File: src/rtl/seven_seg_pkg.sv
// Shared constants for the seven-segment reader: active-low segment patterns
// (bit 0 = a ... bit 6 = g), the blank pattern and the reader FSM state encoding.
package seven_seg_pkg;

  localparam logic [6:0] SEG_0 = 7'b1000000;
  localparam logic [6:0] SEG_1 = 7'b1111001;
  localparam logic [6:0] SEG_2 = 7'b0100100;
  localparam logic [6:0] SEG_3 = 7'b0110000;
  localparam logic [6:0] SEG_4 = 7'b0011001;
  localparam logic [6:0] SEG_5 = 7'b0010010;
  localparam logic [6:0] SEG_6 = 7'b0000010;
  localparam logic [6:0] SEG_7 = 7'b1111000;
  localparam logic [6:0] SEG_8 = 7'b0000000;
  localparam logic [6:0] SEG_9 = 7'b0011000;
  localparam logic [6:0] SEG_A = 7'b0001000;
  localparam logic [6:0] SEG_B = 7'b0000011;
  localparam logic [6:0] SEG_C = 7'b1000110;
  localparam logic [6:0] SEG_D = 7'b0100001;
  localparam logic [6:0] SEG_E = 7'b0000110;
  localparam logic [6:0] SEG_F = 7'b0001110;
  localparam logic [6:0] SEG_BLANK = 7'b1111111;

  typedef logic [1:0] reader_state_t;
  localparam reader_state_t ST_IDLE    = 2'd0;
  localparam reader_state_t ST_SETTLE  = 2'd1;
  localparam reader_state_t ST_CAPTURE = 2'd2;

endpackage

File: src/rtl/seg_pattern_to_bcd.sv
// Combinational segment-pattern lookup. Hex letters A..F decode only when
// SEG_READER_HEX_EN is defined; otherwise they are reported as invalid.
module seg_pattern_to_bcd
  import seven_seg_pkg::*;
(
  input  logic [6:0] seg,
  output logic [3:0] value,
  output logic       blank,
  output logic       invalid
);

  always_comb begin
    value   = 4'd0;
    blank   = 1'b0;
    invalid = 1'b0;
    case (seg)
      SEG_0: value = 4'd0;
      SEG_1: value = 4'd1;
      SEG_2: value = 4'd2;
      SEG_3: value = 4'd3;
      SEG_4: value = 4'd4;
      SEG_5: value = 4'd5;
      SEG_6: value = 4'd6;
      SEG_7: value = 4'd7;
      SEG_8: value = 4'd8;
      SEG_9: value = 4'd9;
`ifdef SEG_READER_HEX_EN
      SEG_A: value = 4'd10;
      SEG_B: value = 4'd11;
      SEG_C: value = 4'd12;
      SEG_D: value = 4'd13;
      SEG_E: value = 4'd14;
      SEG_F: value = 4'd15;
`endif
      SEG_BLANK: blank = 1'b1;
      default:   invalid = 1'b1;
    endcase
  end

endmodule

File: src/rtl/seven_seg_reader.sv
// Recovers digit values from a multiplexed active-low seven-segment drive.
// Optional hex decoding is enabled with the SEG_READER_HEX_EN macro.
module seven_seg_reader
  import seven_seg_pkg::*;
#(
  parameter int NUM_DIGITS    = 8,
  parameter int SETTLE_CYCLES = 16
) (
  input  logic                    clk,
  input  logic                    reset,
  input  logic [NUM_DIGITS-1:0]   an,
  input  logic [6:0]              seg,
  input  logic                    err_clr,
  output logic [4*NUM_DIGITS-1:0] digits,
  output logic [NUM_DIGITS-1:0]   digit_blank,
  output logic                    frame_valid,
  output logic                    err,
  output logic [1:0]              state
);

  localparam logic [7:0] CNT_LAST = 8'(SETTLE_CYCLES - 1);

  logic [NUM_DIGITS-1:0] snap_an;
  logic [6:0]            snap_seg;
  logic [7:0]            cnt;
  logic                  done;
  logic [NUM_DIGITS-1:0] mask;
  logic                  an_ok;
  logic                  same_in;
  logic [2:0]            idx;
  logic [3:0]            dec_value;
  logic                  dec_blank;
  logic                  dec_invalid;

  assign an_ok   = $onehot(~an);
  assign same_in = (an == snap_an) && (seg == snap_seg);

  // Digit index of the single low anode in the captured snapshot.
  always_comb begin
    idx = 3'd0;
    for (int i = 0; i < NUM_DIGITS; i++) begin
      if (!snap_an[i]) idx = i[2:0];
    end
  end

  seg_pattern_to_bcd u_decode (
    .seg     (snap_seg),
    .value   (dec_value),
    .blank   (dec_blank),
    .invalid (dec_invalid)
  );

  always_ff @(posedge clk or posedge reset) begin
    if (reset) begin
      state       <= ST_IDLE;
      cnt         <= 8'd0;
      snap_an     <= '1;
      snap_seg    <= SEG_BLANK;
      done        <= 1'b0;
      mask        <= '0;
      digits      <= '0;
      digit_blank <= '1;
      frame_valid <= 1'b0;
      err         <= 1'b0;
    end else begin
      if (&mask) begin
        frame_valid <= 1'b1;
        mask        <= '0;
      end else begin
        frame_valid <= 1'b0;
      end

      // A capture error later in this block overrides the clear.
      if (err_clr) err <= 1'b0;

      case (state)
        ST_IDLE: begin
          if (an_ok) begin
            state    <= ST_SETTLE;
            snap_an  <= an;
            snap_seg <= seg;
            cnt      <= 8'd0;
            done     <= 1'b0;
          end
        end
        ST_SETTLE: begin
          if (!an_ok) begin
            state <= ST_IDLE;
          end else if (!same_in) begin
            snap_an  <= an;
            snap_seg <= seg;
            cnt      <= 8'd0;
            if (an != snap_an) done <= 1'b0;
          end else if (!done && cnt == CNT_LAST) begin
            state <= ST_CAPTURE;
          end else if (cnt != CNT_LAST) begin
            cnt <= cnt + 8'd1;
          end
        end
        ST_CAPTURE: begin
          if (!an_ok) begin
            state <= ST_IDLE;
          end else begin
            state               <= ST_SETTLE;
            digits[4*idx +: 4]  <= dec_value;
            digit_blank[idx]    <= dec_blank;
            mask[idx]           <= 1'b1;
            if (dec_invalid) err <= 1'b1;
            // Inputs are also compared this cycle so a change is never missed.
            if (!same_in) begin
              snap_an  <= an;
              snap_seg <= seg;
              cnt      <= 8'd0;
              done     <= (an == snap_an);
            end else begin
              done <= 1'b1;
            end
          end
        end
        default: state <= ST_IDLE;
      endcase
    end
  end

endmodule

File: config.mk
export PLATFORM = sky130hd
export DESIGN_NAME = seven_seg_reader
export DESIGN_NICKNAME = d
export VERILOG_FILES = /design/src/rtl/seven_seg_pkg.sv /design/src/rtl/seg_pattern_to_bcd.sv /design/src/rtl/seven_seg_reader.sv
export SDC_FILE = /design/constraint.sdc
export NUM_CORES = 1
export LEC_CHECK = 0
export ABC_AREA = 1
export ABC_CLOCK_PERIOD_IN_PS = 3150
export BUFFER_PORTS_ARGS = -buffer_cell sky130_fd_sc_hd__buf_4
export CAP_MARGIN = 40
export CORE_UTILIZATION = 45
export CTS_CLUSTER_SIZE = 30
export DETAILED_ROUTE_END_ITERATION = 7
export PLACE_DENSITY = 0.65
export REMOVE_ABC_BUFFERS = 1
export SLEW_MARGIN = 25
export SYNTH_ARGS = -nofsm -noshare
export SYNTH_HDL_FRONTEND = slang
export SYNTH_SLANG_ARGS = --single-unit
export TNS_END_PERCENT = 1
File: constraint.sdc
create_clock -name clk -period 3.15 [get_ports clk]
set_input_delay 0 -clock clk [delete_from_list [all_inputs] [get_ports clk]]
set_output_delay 0 -clock clk [all_outputs]
set_load 0.05 [all_outputs]
* Word level (Yosys, flattened, before mapping) *
Index checks and enable logic that the tools add are counted.

storage, ports and cells
  flip-flop bits (word level) = 76
  bits of input ports = 18
  output and inout port bits = 44
  logic and storage cells = 121

operators by class
  $add $sub $neg = 9
  $lt $le $gt $ge = 2
  equal/unequal tests = 30
  shift operators = 2
  muxes and demuxes = 50
  bitwise logic cells = 2
  reductions and logical operators = 16

operators with widths
  cell                                                                      count
  8-bit 2-to-1 mux                                                          13
  4-bit one-hot mux with 9 select lines                                     1
  5-bit negator with 34-bit output                                          1
  4-bit by 34-bit variable shift with 32-bit output (first input constant)  1
  4-bit by 34-bit variable part select with 32-bit output                   1
  32-bit bitwise mux                                                        1
  7-bit equality test (second input constant)                               4
  8-bit one-hot mux with 3 select lines                                     1
  7-bit by 5-bit equality test with 1-bit output (second input constant)    3
  7-bit 2-to-1 mux                                                          3
  3-bit 2-to-1 mux                                                          6
  8-bit one-hot mux with 2 select lines                                     1
  1-bit 2-to-1 mux                                                          15
  7-bit by 6-bit equality test with 1-bit output (second input constant)    2
  2-bit inequality test (second input constant)                             7
  7-bit one-hot mux with 2 select lines                                     1
  3-bit inequality test (second input constant)                             4
  11-bit OR reduction                                                       1
  1-bit by 1-bit adder with 2-bit output                                    4
  8-bit by 1-bit adder with 8-bit output (second input constant)            1
  8-bit bitwise mux                                                         1
  8-bit by 4-bit equality test with 1-bit output (second input constant)    1
  8-bit equality test                                                       1
  2-bit 2-to-1 mux                                                          4
  30 further kinds                                                          33

* Logic depth before layout (Yosys ltp) *
Gate-level depths: netlist (run 1).

  depth after elaboration = 14
  depth in mapped cells = 16
  gate-level depth less buffers = 16

* Cells and area by module *
From an unflattened synthesis (run 1), not the netlist that was laid out.

unflattened totals
  cell total of the unflattened synthesis = 577
  area, all modules = 4287.9 um^2

modules (own cells, without submodules)
  module              instances  cells an instance  area an instance (um^2)  sequential area each (um^2)
  seven_seg_reader    1          519                4035.1                   1930.6
  seg_pattern_to_bcd  1          58                 252.7                    0.0

* Worst setup path after synthesis (run 1) *
OpenSTA, ideal clock, no wires.

  path kind = input port to flip-flop
  start = input an[0]
  end = register digits[10]
  setup time = 0.122 ns
  arrival time = 3.137 ns
  data required time = 3.028 ns
  slack = -0.110 ns
  stages = 15
  path buffers = 1
  cells stage by stage = fa_1 > inv_1 > fa_1 > fa_1 > ha_1 > inv_1 > fa_1 > nand2_1 > a21oi_1 > nand2_2 > nor2_4 > buf_4 > nand4_2 > nand2_1 > o21ai_1

on the way
  longest elaborated chain between the ends = 6

RTL lines
  element                                                       line                     source
  start, declared                                               seven_seg_reader.sv:11   input logic [NUM_DIGITS-1:0] an,
  8-bit inverter                                                seven_seg_reader.sv:35   assign an_ok = $onehot(~an);
  1-bit by 1-bit adder with 2-bit output (not written as such)  seven_seg_reader.sv:35
  2-bit by 2-bit adder with 3-bit output (not written as such)  seven_seg_reader.sv:35
  3-bit by 3-bit adder with 4-bit output (not written as such)  seven_seg_reader.sv:35
  4-bit by 1-bit equality test with 1-bit output                seven_seg_reader.sv:35
  2-bit AND reduction (no line)                                 --
  end signal, assigned by index                                 seven_seg_reader.sv:105  digits[4*idx +: 4] <= dec_value;
  end, declared                                                 seven_seg_reader.sv:14   output logic [4*NUM_DIGITS-1:0] digits,

No other way between the ends.
A chain may end at the register's enable or synchronous reset.

* Final worst setup path (run 1) *
  start = input an[0]
  end = register digits[2]

Same word-level chain as after synthesis.

==> flow_summary.toml, run 1 <==
[clock_network]
htreeDepth = 3
clk_latency_ps = 350
clockBufferDepth = 2
cts.sink_count = 76
clk_pin_slew_worst_paths_ps = 80
root_buffer = "clkbuf_8"
cts_tree = "done"
numCtsBuffers = 9

[cells_and_area]
fin_area_um2 = 5420
n_antenna_cell = 0
final_util = 0.586
final_layout_size_suffix_gt1_frac = 0.246
fillers = 868
syn_to_final_growth_pct = 26.3
fin_nets = 673

[synthesis]
yosys_warnings = 0
yosys-top-cells-area = "dfrtp_1 31%, nand2_1 15%, dfstp_2 14%"
async_reset_ff_frac = 1.00
synthAdderAreaFrac = 0.0566
ys_ff_latch = 76
synth_top_family_by_area = "simple AND/OR/NAND/NOR gates"
synth.most_common_cell = "nand2_1"
synth.cell_area_um2 = 4290
synth-edff-count = 0
synth_cell_types = 35
synth-xor-area-share = 0.0123
synthCells = 540
syn_avg_cell_area_um2 = 7.94
synth_compound_area_frac = 0.0785
ys_top_cells_by_count = "171 x nand2_1, 56 x inv_1, 53 x dfrtp_1, 43 x nand3_1, 43 x nor2_1"
synth_flop_cell = "dfrtp_1"
synth_top_area_cell = "dfrtp_1"
synthMuxAreaShare = 0
yosysTopAreaCellShare = 0.309
ys_seq_area_frac = 0.450
synth-simple-area-share = 0.330

[hold_path]
worst_hold_path_type = "primary input to flip-flop"
hold_start = "an[1]"
holdPathStages = 4

[route]
via_count = 3783
drt-wirelength-per-cell_um = 12.8
wirelength_um = 9920
drt_iter0_drc = 144
drc_errors = 0
drt_pass1_iterations = 4
antenna_left = 0
viasPerCell = 4.90

[outcome]
status = "complete, no violations"

[placement]
dpl.hpwl_um = 7070
port_buffers = 61
pre_cts_ws_ps = -349
place_area_um2 = 5000
place_congestion = 0.865

[timing]
finalSetupTns_ps = 0
max_freq_mhz = 326
finalClockSkew_ps = 6.25
finalCritPeriodShare = 0.973
drv_slew = 0
rsz0062_at_grt = "yes"
hold_viol = 0
max_slew_margin = 0.557
finalCriticalPeriod_ps = 3060
setup_viol = 0
setup_ws_ps = 86.4
worst_pin_slew_ps = 665

[global_routing]
grt-ovfl-total = 0
antenna_found_initial = 0
grt_max_degree = 56
grt_usage = 0.213
grt_pass1_vias = 3597
grt_first_pass_wirelength_um = 16700

[critical_path]
cp-endpoint = "digits[2]$_DFFE_PP0P_"
path_max_fanout = 7
crit_chain = "buf_4 > fa_1 > inv_1 > fa_1 > fa_1 > ha_1 > inv_1 > fa_1 > nand2_1 > a21oi_2 > nand2_4 > nor2_4 > inv_2 > nor2_4 > nand2_2 > nand2_1 > nand2_1"
crit_family = "adder cells"
crit_path_end_kind = "flip-flop"
cpPeakStageDelay_ps = 520
rr_worst_depth = 11
rrSetupSlack_ps = 460
path_buf_inv = 4
r2r-start = "snap_an[2]$_DFFE_PP1P_"
cp.required_ps = 3390
cp_num_cells = 17
worstSetupPathType = "primary input to flip-flop"
cp-startpoint = "an[0]"
r2r-end = "digits[2]$_DFFE_PP0P_"
worst_path_most_repeated_cell = "fa_1"
cp.arrival_ps = 3300
cpMaxStageDelayCell = "fa_1"
critPathLaunchType = "primary input"

[pwr]
p_leak_nw = 2.63
power.density_nw_per_um2 = 619
ir_worst_vdd_uv = 428
power_mw = 3.35

[floorplanning]
dieHeight_um = 99.6
dieArea_um2 = 9920
start_util = 0.464
core_region_area_um2 = 9240
rows = 35
dieWidth_um = 99.6
ios = 62

[job]
maxCapViolCount = 0
[cell families after synthesis]
logic type	after synthesis
compound gates	63
simple gates	305
buf+inv	73
fa+ha+maj	17
xor+xnor	6
flops	76
[repair_timing]
action	in CTS	in global routing
endpoints found under the setup margin	0	48
setup buffers	0	3
endpoints found under the hold margin	55	0
hold buffers	14	0
gates resized for setup	0	24
[cells in the final DEF, fill, tap and decap left out, drive strengths merged]
cell	instances
nand3b	7
clkbuf	10
ha	13
buf	82
nor2	49
o21ai	54
dlygate4sd3	14
clkinv	4
a21oi	6
nor3	9
dfstp	23
xor2	4
o22ai	1
a21o	1
nor4	3
nand4	17
xnor2	2
nand3	43
clkinvlp	3
o211ai	1
nand2	177
dfrtp	53
inv	63
fa	4
[registers in the layout, summed over array words and instances, names as in the netlist]
signal	count
mask	8
snap_seg	7
err	1
snap_an	8
frame_valid	1
digit_blank	8
state	2
done	1
cnt	8
digits	32
[per-stage QoR]
step / hold WS [ps] / std cells
CTS: 32.0 / 769
global placement: 237 / 739
detailed placement: 154 / 739
floorplan: 131 / 531
finish: 41.0 / 772
global route: 76.5 / 772
[report_power, final]
| part | total [mW] | leakage, nW | switching [mW] | internal, mW |
|---|---|---|---|---|
| logic | 1.35 | 1.58 | 0.890 | 0.465 |
| clock network | 0.659 | 0.0783 | 0.375 | 0.284 |
| registers | 1.34 | 0.976 | 0.160 | 1.18 |
[area by class of cell]
class / instances / area [um^2] / area share
timing repair buffer: 96 / 781 / 0.144
multi-input combinational: 391 / 2130 / 0.393
clock buffer: 10 / 128 / 0.0236
tap: 129 / 161 / 0.0298
clock inverter: 6 / 41.3 / 0.00762
sequential: 76 / 1930 / 0.356
inverter: 64 / 245 / 0.0453
[worst min-delay path by stage]
stage                              end  slack [ps]
2_1_floorplan  snap_seg[4]$_DFFE_PP1P_         130
3_3_place_gp             err$_DFF_PP0_         240
3_5_place_dp    digits[15]$_DFFE_PP0P_         150
4_1_cts         snap_an[1]$_DFFE_PP1P_          30
5_1_grt         snap_an[0]$_DFFE_PP1P_          80
6_report        snap_an[1]$_DFFE_PP1P_          40
[per-layer routing]
layer / vias up / part of all wire / global-route usage
li1: 1938 / - / -
met1: 1765 / 0.48 / 0.294
met2: 72 / 0.48 / 0.342
met3: 8 / 0.035 / 0.0358
met4: 0 / 0.0088 / 0.0679
met5: - / 0 / 0
[worst reg2reg max path, delay by kind of cell, from the launching register on]
family / cells / cell delay (ps)
flops: 1 / 560
compound gates: 2 / 430
simple gates: 4 / 670
fa+ha+maj: 1 / 460
buf+inv: 4 / 530
Note: power is estimated with default switching activity, not from simulation.
==> inputs of run 2 (changes only) <==
--- a/config.mk
+++ b/config.mk
@@ -9,11 +9,12 @@
 export ABC_CLOCK_PERIOD_IN_PS = 3150
 export BUFFER_PORTS_ARGS = -buffer_cell sky130_fd_sc_hd__buf_4
 export CAP_MARGIN = 40
-export CORE_UTILIZATION = 45
+export CELL_PAD_IN_SITES_DETAIL_PLACEMENT = 1
+export CELL_PAD_IN_SITES_GLOBAL_PLACEMENT = 2
+export CORE_UTILIZATION = 34
 export CTS_CLUSTER_SIZE = 30
 export DETAILED_ROUTE_END_ITERATION = 7
-export PLACE_DENSITY = 0.65
-export REMOVE_ABC_BUFFERS = 1
+export PLACE_DENSITY_LB_ADDON = 0.1
 export SLEW_MARGIN = 25
 export SYNTH_ARGS = -nofsm -noshare
 export SYNTH_HDL_FRONTEND = slang
==> run 2 against run 1 <==
Net effect:
- die area up 32%
- critical path depth up 1
- global-route usage down 1.3 points
- largest power group unchanged
- clock power up 58%
==> flow_summary.toml, run 2 (synthesis results as in run 1) <==
[cells_and_area]
syn_to_final_growth_pct = 30.2
layout_commonest_cell = "nand2_1"
fin_nets = 672
n_antenna_cell = 0
layout_common_cells = "168 x nand2_1, 74 x buf_4, 53 x inv_1, 53 x dfrtp_1, 44 x o21ai_1"
fillers = 1482
largest_reg_flops = 32
top_register = "digits"
final_layout_size_suffix_gt1_frac = 0.251

[critical_path]
r2r-end = "digits[16]$_DFFE_PP0P_"
rrSetupSlack_ps = 390
cp.arrival_ps = 3440
rr_worst_depth = 11
path_max_fanout = 13
crit_path_end_kind = "flip-flop"
r2r-start = "snap_an[6]$_DFFE_PP1P_"
cp.required_ps = 3440
worstSetupPathType = "primary input to flip-flop"
critPathLaunchType = "primary input"

[pwr]
p_int_mw = 2.21
p_leak_nw = 2.71
p_clk_frac = 0.276
seqPwrFrac = 0.356
switchingPower_mw = 1.56
power.density_nw_per_um2 = 676
sw_frac_of_total = 0.414
ir_worst_vdd_uv = 326
p_comb_frac = 0.368
power_mw = 3.77

[route]
viasPerCell = 4.82
drc_errors = 0
top_layer = "met4"
drt_pass1_iterations = 4
drt-wirelength-per-cell_um = 14.7
drt_iter0_drc = 144
wl_met3_um = 286
wl_met1_um = 5680
routed-wl-met2_um = 5720
antenna_left = 0
via_count = 3901
wirelength_um = 11900

[hold_path]
worst_hold_path_type = "primary input to flip-flop"
min_delay_worst_endpoint = "snap_an[0]$_DFFE_PP1P_"
holdPathStages = 4
hold_start = "an[0]"

[timing]
setup_ws_ps = 0.936
finalCriticalPeriod_ps = 3150
finalClockSkew_ps = 9.15
hold_viol = 0
max_slew_margin = 0.518
setup_viol = 0
worst_pin_slew_ps = 716
rsz0062_at_grt = "yes"
max_freq_mhz = 318
finalCritPeriodShare = 1.00
drv_slew = 0

[job]
maxCapViolCount = 0

[global_routing]
grt_first_pass_wirelength_um = 20200
grt_pass1_vias = 4052
antenna_found_initial = 0
grt_max_degree = 37
grt_usage = 0.200
grt-ovfl-total = 0

[placement]
pre_cts_ws_ps = -402
port_buffers = 61
place_congestion = 0.767
dpl.hpwl_um = 8800

[clock_network]
cts_tree = "done"
root_buffer = "clkbuf_16"
numCtsBuffers = 9
cts.sink_count = 76
clk_pin_slew_worst_paths_ps = 70
htreeDepth = 3
clockBufferDepth = 2
clk_latency_ps = 350

[floorplanning]
core_region_area_um2 = 12200
ios = 62
dieHeight_um = 114
rows = 40
start_util = 0.353
dieArea_um2 = 13100
dieWidth_um = 114

[outcome]
status = "complete, no violations"

[synthesis]
syn-num-nets = 575
[run 2: changes by cell type in the layout (fill, tap and decap cells not counted), moves of 6 or more]
| cell | delta |
|---|---|
| o21ai_0 | -12 |
| clkbuf_16 | +9 |
| clkbuf_8 | -9 |
| o21ai_1 | +9 |
| buf_4 | -6 |
[run 2: what timing repair did]
action	CTS	global route
hold buffers	15	0
buffers inserted	0	2
pin swaps	1	6
setup endpoints to repair	8	65
gates resized for setup	1	32
hold endpoints to repair	46	0
[run 2: power by group through the flow]
stage | Combinational [mW] | Sequential (mW) | Clock, mW
6_report | 1.39 | 1.34 | 1.04
5_1_grt | 1.58 | 1.37 | 1.11
4_1_cts | 1.37 | 1.34 | 1.07
3_5_place_dp | 1.35 | 1.36 | 0
3_3_place_gp | 1.31 | 1.35 | 0
2_1_floorplan | 0.896 | 1.37 | 0
[run 2: layer usage]
layer  vias to the layer above  global-route usage
met1                      1890               0.266
met3                        15              0.0291
met2                        42               0.328
met4                         0              0.0805
met5                         -                   0
li1                       1954                   -
[run 2: final cells by class]
| type | count | area, um^2 | area share |
|---|---|---|---|
| Tap cell | 168 | 210 | 0.0377 |
| Clock inverter | 7 | 65.1 | 0.0117 |
| Sequential cell | 76 | 1930 | 0.346 |
| Clock buffer | 9 | 225 | 0.0403 |
| Multi-Input combinational cell | 391 | 2100 | 0.377 |
| Inverter | 64 | 240 | 0.0430 |
| Timing Repair Buffer | 95 | 808 | 0.145 |
[run 2: through the flow]
step	cells	hold WS, ps	setup TNS [ps]	util	area, um^2
4_1_cts	807	35.5	-23.2	0.453	5510
3_3_place_gp	776	169	-15740	0.417	5070
5_1_grt	810	16.9	-4220	0.459	5580
6_report	810	5.51	0	0.459	5580
3_5_place_dp	776	188	-19310	0.417	5070
2_1_floorplan	540	128	-383	-	4310
[run 2: worst max-delay path, cell delays in order]
cell     delay, ps
buf_6          100
fa_1           530
inv_1           50
fa_1           450
fa_1           500
ha_2           190
inv_2           40
fa_1           470
nand2_1         60
a21oi_2        110
nand2_2        130
nor2_4         120
buf_12         160
inv_2           70
nor2_4         150
buf_4          140
nand3_1         70
nand2_1        100
[run 2: worst max-delay path by stage]
stage / startpoint / end / slack (ps) / cells past startpoint
floorplan: an[0] / digits[10]$_DFFE_PP0P_ / -30 / 15
global placement: an[0] / digits[16]$_DFFE_PP0P_ / -400 / 15
detailed placement: an[0] / digits[16]$_DFFE_PP0P_ / -400 / 15
CTS: an[0] / digits[0]$_DFFE_PP0P_ / -10 / 18
global route: an[0] / digits[1]$_DFFE_PP0P_ / -200 / 18
finish: an[0] / digits[1]$_DFFE_PP0P_ / 0.9 / 18
==> inputs of run 3 (changes only) <==
--- a/config.mk
+++ b/config.mk
@@ -5,13 +5,11 @@
 export SDC_FILE = /design/constraint.sdc
 export NUM_CORES = 1
 export LEC_CHECK = 0
-export ABC_AREA = 1
 export ABC_CLOCK_PERIOD_IN_PS = 3150
 export BUFFER_PORTS_ARGS = -buffer_cell sky130_fd_sc_hd__buf_4
-export CAP_MARGIN = 40
 export CELL_PAD_IN_SITES_DETAIL_PLACEMENT = 1
 export CELL_PAD_IN_SITES_GLOBAL_PLACEMENT = 2
-export CORE_UTILIZATION = 34
+export CORE_UTILIZATION = 35
 export CTS_CLUSTER_SIZE = 30
 export DETAILED_ROUTE_END_ITERATION = 7
 export PLACE_DENSITY_LB_ADDON = 0.1
==> run 3 against run 2 <==
Net effect:
- the flow now finishes with violations (setup timing)
- critical endpoint is now digit_blank[4]$_DFFE_PP1P_
- combinational power barely moved
- largest cell class unchanged
- total power rose by 4.4%
- non-clock buffer count rose by 19
==> flow_summary.toml, run 3 <==
[critical_path]
cp.arrival_ps = 3750
critPathLaunchType = "primary input"
crit_path_end_kind = "flip-flop"
path_max_fanout = 5
rr_worst_depth = 8
cp.required_ps = 3430
worstSetupPathType = "primary input to flip-flop"
rrSetupSlack_ps = 190

[synthesis]
syn_avg_cell_area_um2 = 10.9
ys_top_cells_by_count = "53 x dfrtp_1, 47 x mux2_2, 31 x inv_1, 23 x dfstp_2, 21 x nand2_1"
synth-edff-count = 0
syn-num-nets = 433
async_reset_ff_frac = 1.00
synthCells = 398
synth.cell_area_um2 = 4340
yosysTopAreaCellShare = 0.305
synth_cell_types = 60
yosys-top-cells-area = "dfrtp_1 31%, dfstp_2 14%, mux2_2 12%"
ys_ff_latch = 76
ys_seq_area_frac = 0.445
yosys_warnings = 0
synth.most_common_cell = "dfrtp_1"
synth_flop_cell = "dfrtp_1"
synth_top_area_cell = "dfrtp_1"

[pwr]
p_leak_nw = 2.70
p_clk_frac = 0.282
ir_worst_vdd_uv = 411
sw_frac_of_total = 0.362
p_int_mw = 2.51
switchingPower_mw = 1.43
seqPwrFrac = 0.363
power.density_nw_per_um2 = 663
p_comb_frac = 0.355

[clock_network]
root_buffer = "clkbuf_16"
clockBufferDepth = 2
cts.sink_count = 76
numCtsBuffers = 9
cts_tree = "done"
htreeDepth = 3
clk_latency_ps = 350
clk_pin_slew_worst_paths_ps = 60

[route]
drc_errors = 0
antenna_left = 0
wirelength_um = 11400
via_count = 3360
viasPerCell = 4.99
drt_pass1_iterations = 4
drt_iter0_drc = 120
drt-wirelength-per-cell_um = 16.9

[floorplanning]
core_region_area_um2 = 12100
ios = 62
start_util = 0.360
dieArea_um2 = 12900
dieHeight_um = 113
rows = 40
dieWidth_um = 113

[global_routing]
grt_usage = 0.195
grt_first_pass_wirelength_um = 19000
grt_max_degree = 42
antenna_found_initial = 0
grt_pass1_vias = 3617
grt-ovfl-total = 0

[cells_and_area]
final_layout_size_suffix_gt1_frac = 0.447
syn_to_final_growth_pct = 37.0
largest_reg_flops = 32
fin_nets = 536
layout_commonest_cell = "buf_4"
n_antenna_cell = 0
layout_common_cells = "90 x buf_4, 53 x dfrtp_1, 33 x mux2_2"
top_register = "digits"

[timing]
max_slew_margin = 0.424
finalClockSkew_ps = 6.56
finalCriticalPeriod_ps = 3470
finalSetupTns_ps = -10470
setup_viol = 60
hold_viol = 0
setup_ws_ps = -320
max_freq_mhz = 288
worst_pin_slew_ps = 865
rsz0062_at_grt = "yes"
hold_slack_ps = 22.5
finalCritPeriodShare = 1.10
drv_slew = 0

[placement]
place_congestion = 0.858
dpl.hpwl_um = 8150
port_buffers = 61
pre_cts_ws_ps = -827

[outcome]
status = "finished with violations"
violations = "setup timing"

[hold_path]
holdPathStages = 3
worst_hold_path_type = "primary input to flip-flop"

[job]
maxCapViolCount = 0
==> run 3: logic make-up after synthesis <==
family                     after synthesis  synth area share
buffers and inverters                   54            0.0527
and+or+nand+nor                        129             0.190
adders and majority gates               17            0.0559
xor gates and xnor gates                18            0.0363
AOI/OAI and AO/OA                       48            0.0775
DFF                                     76             0.445
muxes                                   56             0.143
==> run 3: repair_timing <==
action / 4_1_cts / 5_1_grt
pin swaps: 10 / 9
cloned: 1 / 0
endpoints found under the hold margin: 43 / 0
buffers inserted: 6 / 1
hold buffers: 15 / 0
endpoints found under the setup margin: 65 / 75
resized for setup: 45 / 20
==> run 3: final timing paths <==
check | from | to
setup / recovery | an[0] | digit_blank[4]$_DFFE_PP1P_
hold / removal | an[5] | snap_an[5]$_DFFE_PP1P_
setup reg to reg | snap_an[3]$_DFFE_PP1P_ | digits[30]$_DFFE_PP0P_
hold reg to reg | mask[4]$_DFF_PP0_ | mask[4]$_DFF_PP0_
max in group asynchronous | reset | snap_seg[5]$_DFFE_PP1P_
min in group asynchronous | reset | mask[6]$_DFF_PP0_
==> run 3: critical path, cell delays in order <==
cell and delay [ps]:
buf_8 100, fa_1 530, inv_1 60, fa_1 450
fa_1 490, ha_2 180, inv_2 40, fa_2 570
nand2_4 80, o32ai_4 270, buf_6 170, buf_4 130
nand3_2 90, nor3b_2 250, mux2_4 330
==> run 3: cell type report <==
type / instances / area [um^2]
fill: 1290 / 6110
multi-input combinational: 268 / 2420
sequential: 76 / 1930
timing repair buffer: 114 / 948
clock buffer: 13 / 280
tap: 168 / 210
inverter: 32 / 120
clock inverter: 3 / 42.5
==> run 3: metrics by stage <==
stage	area (um^2)	power, mW	utilization	cells
finish	5950	3.94	0.493	674
floorplan	4360	2.29	-	398
detailed placement	5170	2.67	0.428	635
global route	5950	4.16	0.493	674
CTS	5870	3.91	0.487	673
global placement	5170	2.63	0.428	635
==> run 3: routing by layer <==
| layer | global-route usage | share of wire |
|---|---|---|
| met5 | 0 | 0 |
| met4 | 0.0895 | 0.018 |
| met3 | 0.0292 | 0.025 |
| met2 | 0.315 | 0.48 |
| met1 | 0.258 | 0.47 |
==> run 3: power groups by stage <==
stage	Clock [mW]	Sequential, mW	Combinational (mW)
floorplan	0	1.27	1.01
global placement	0	1.43	1.21
detailed placement	0	1.44	1.23
CTS	1.14	1.43	1.34
global route	1.17	1.46	1.53
finish	1.11	1.43	1.40
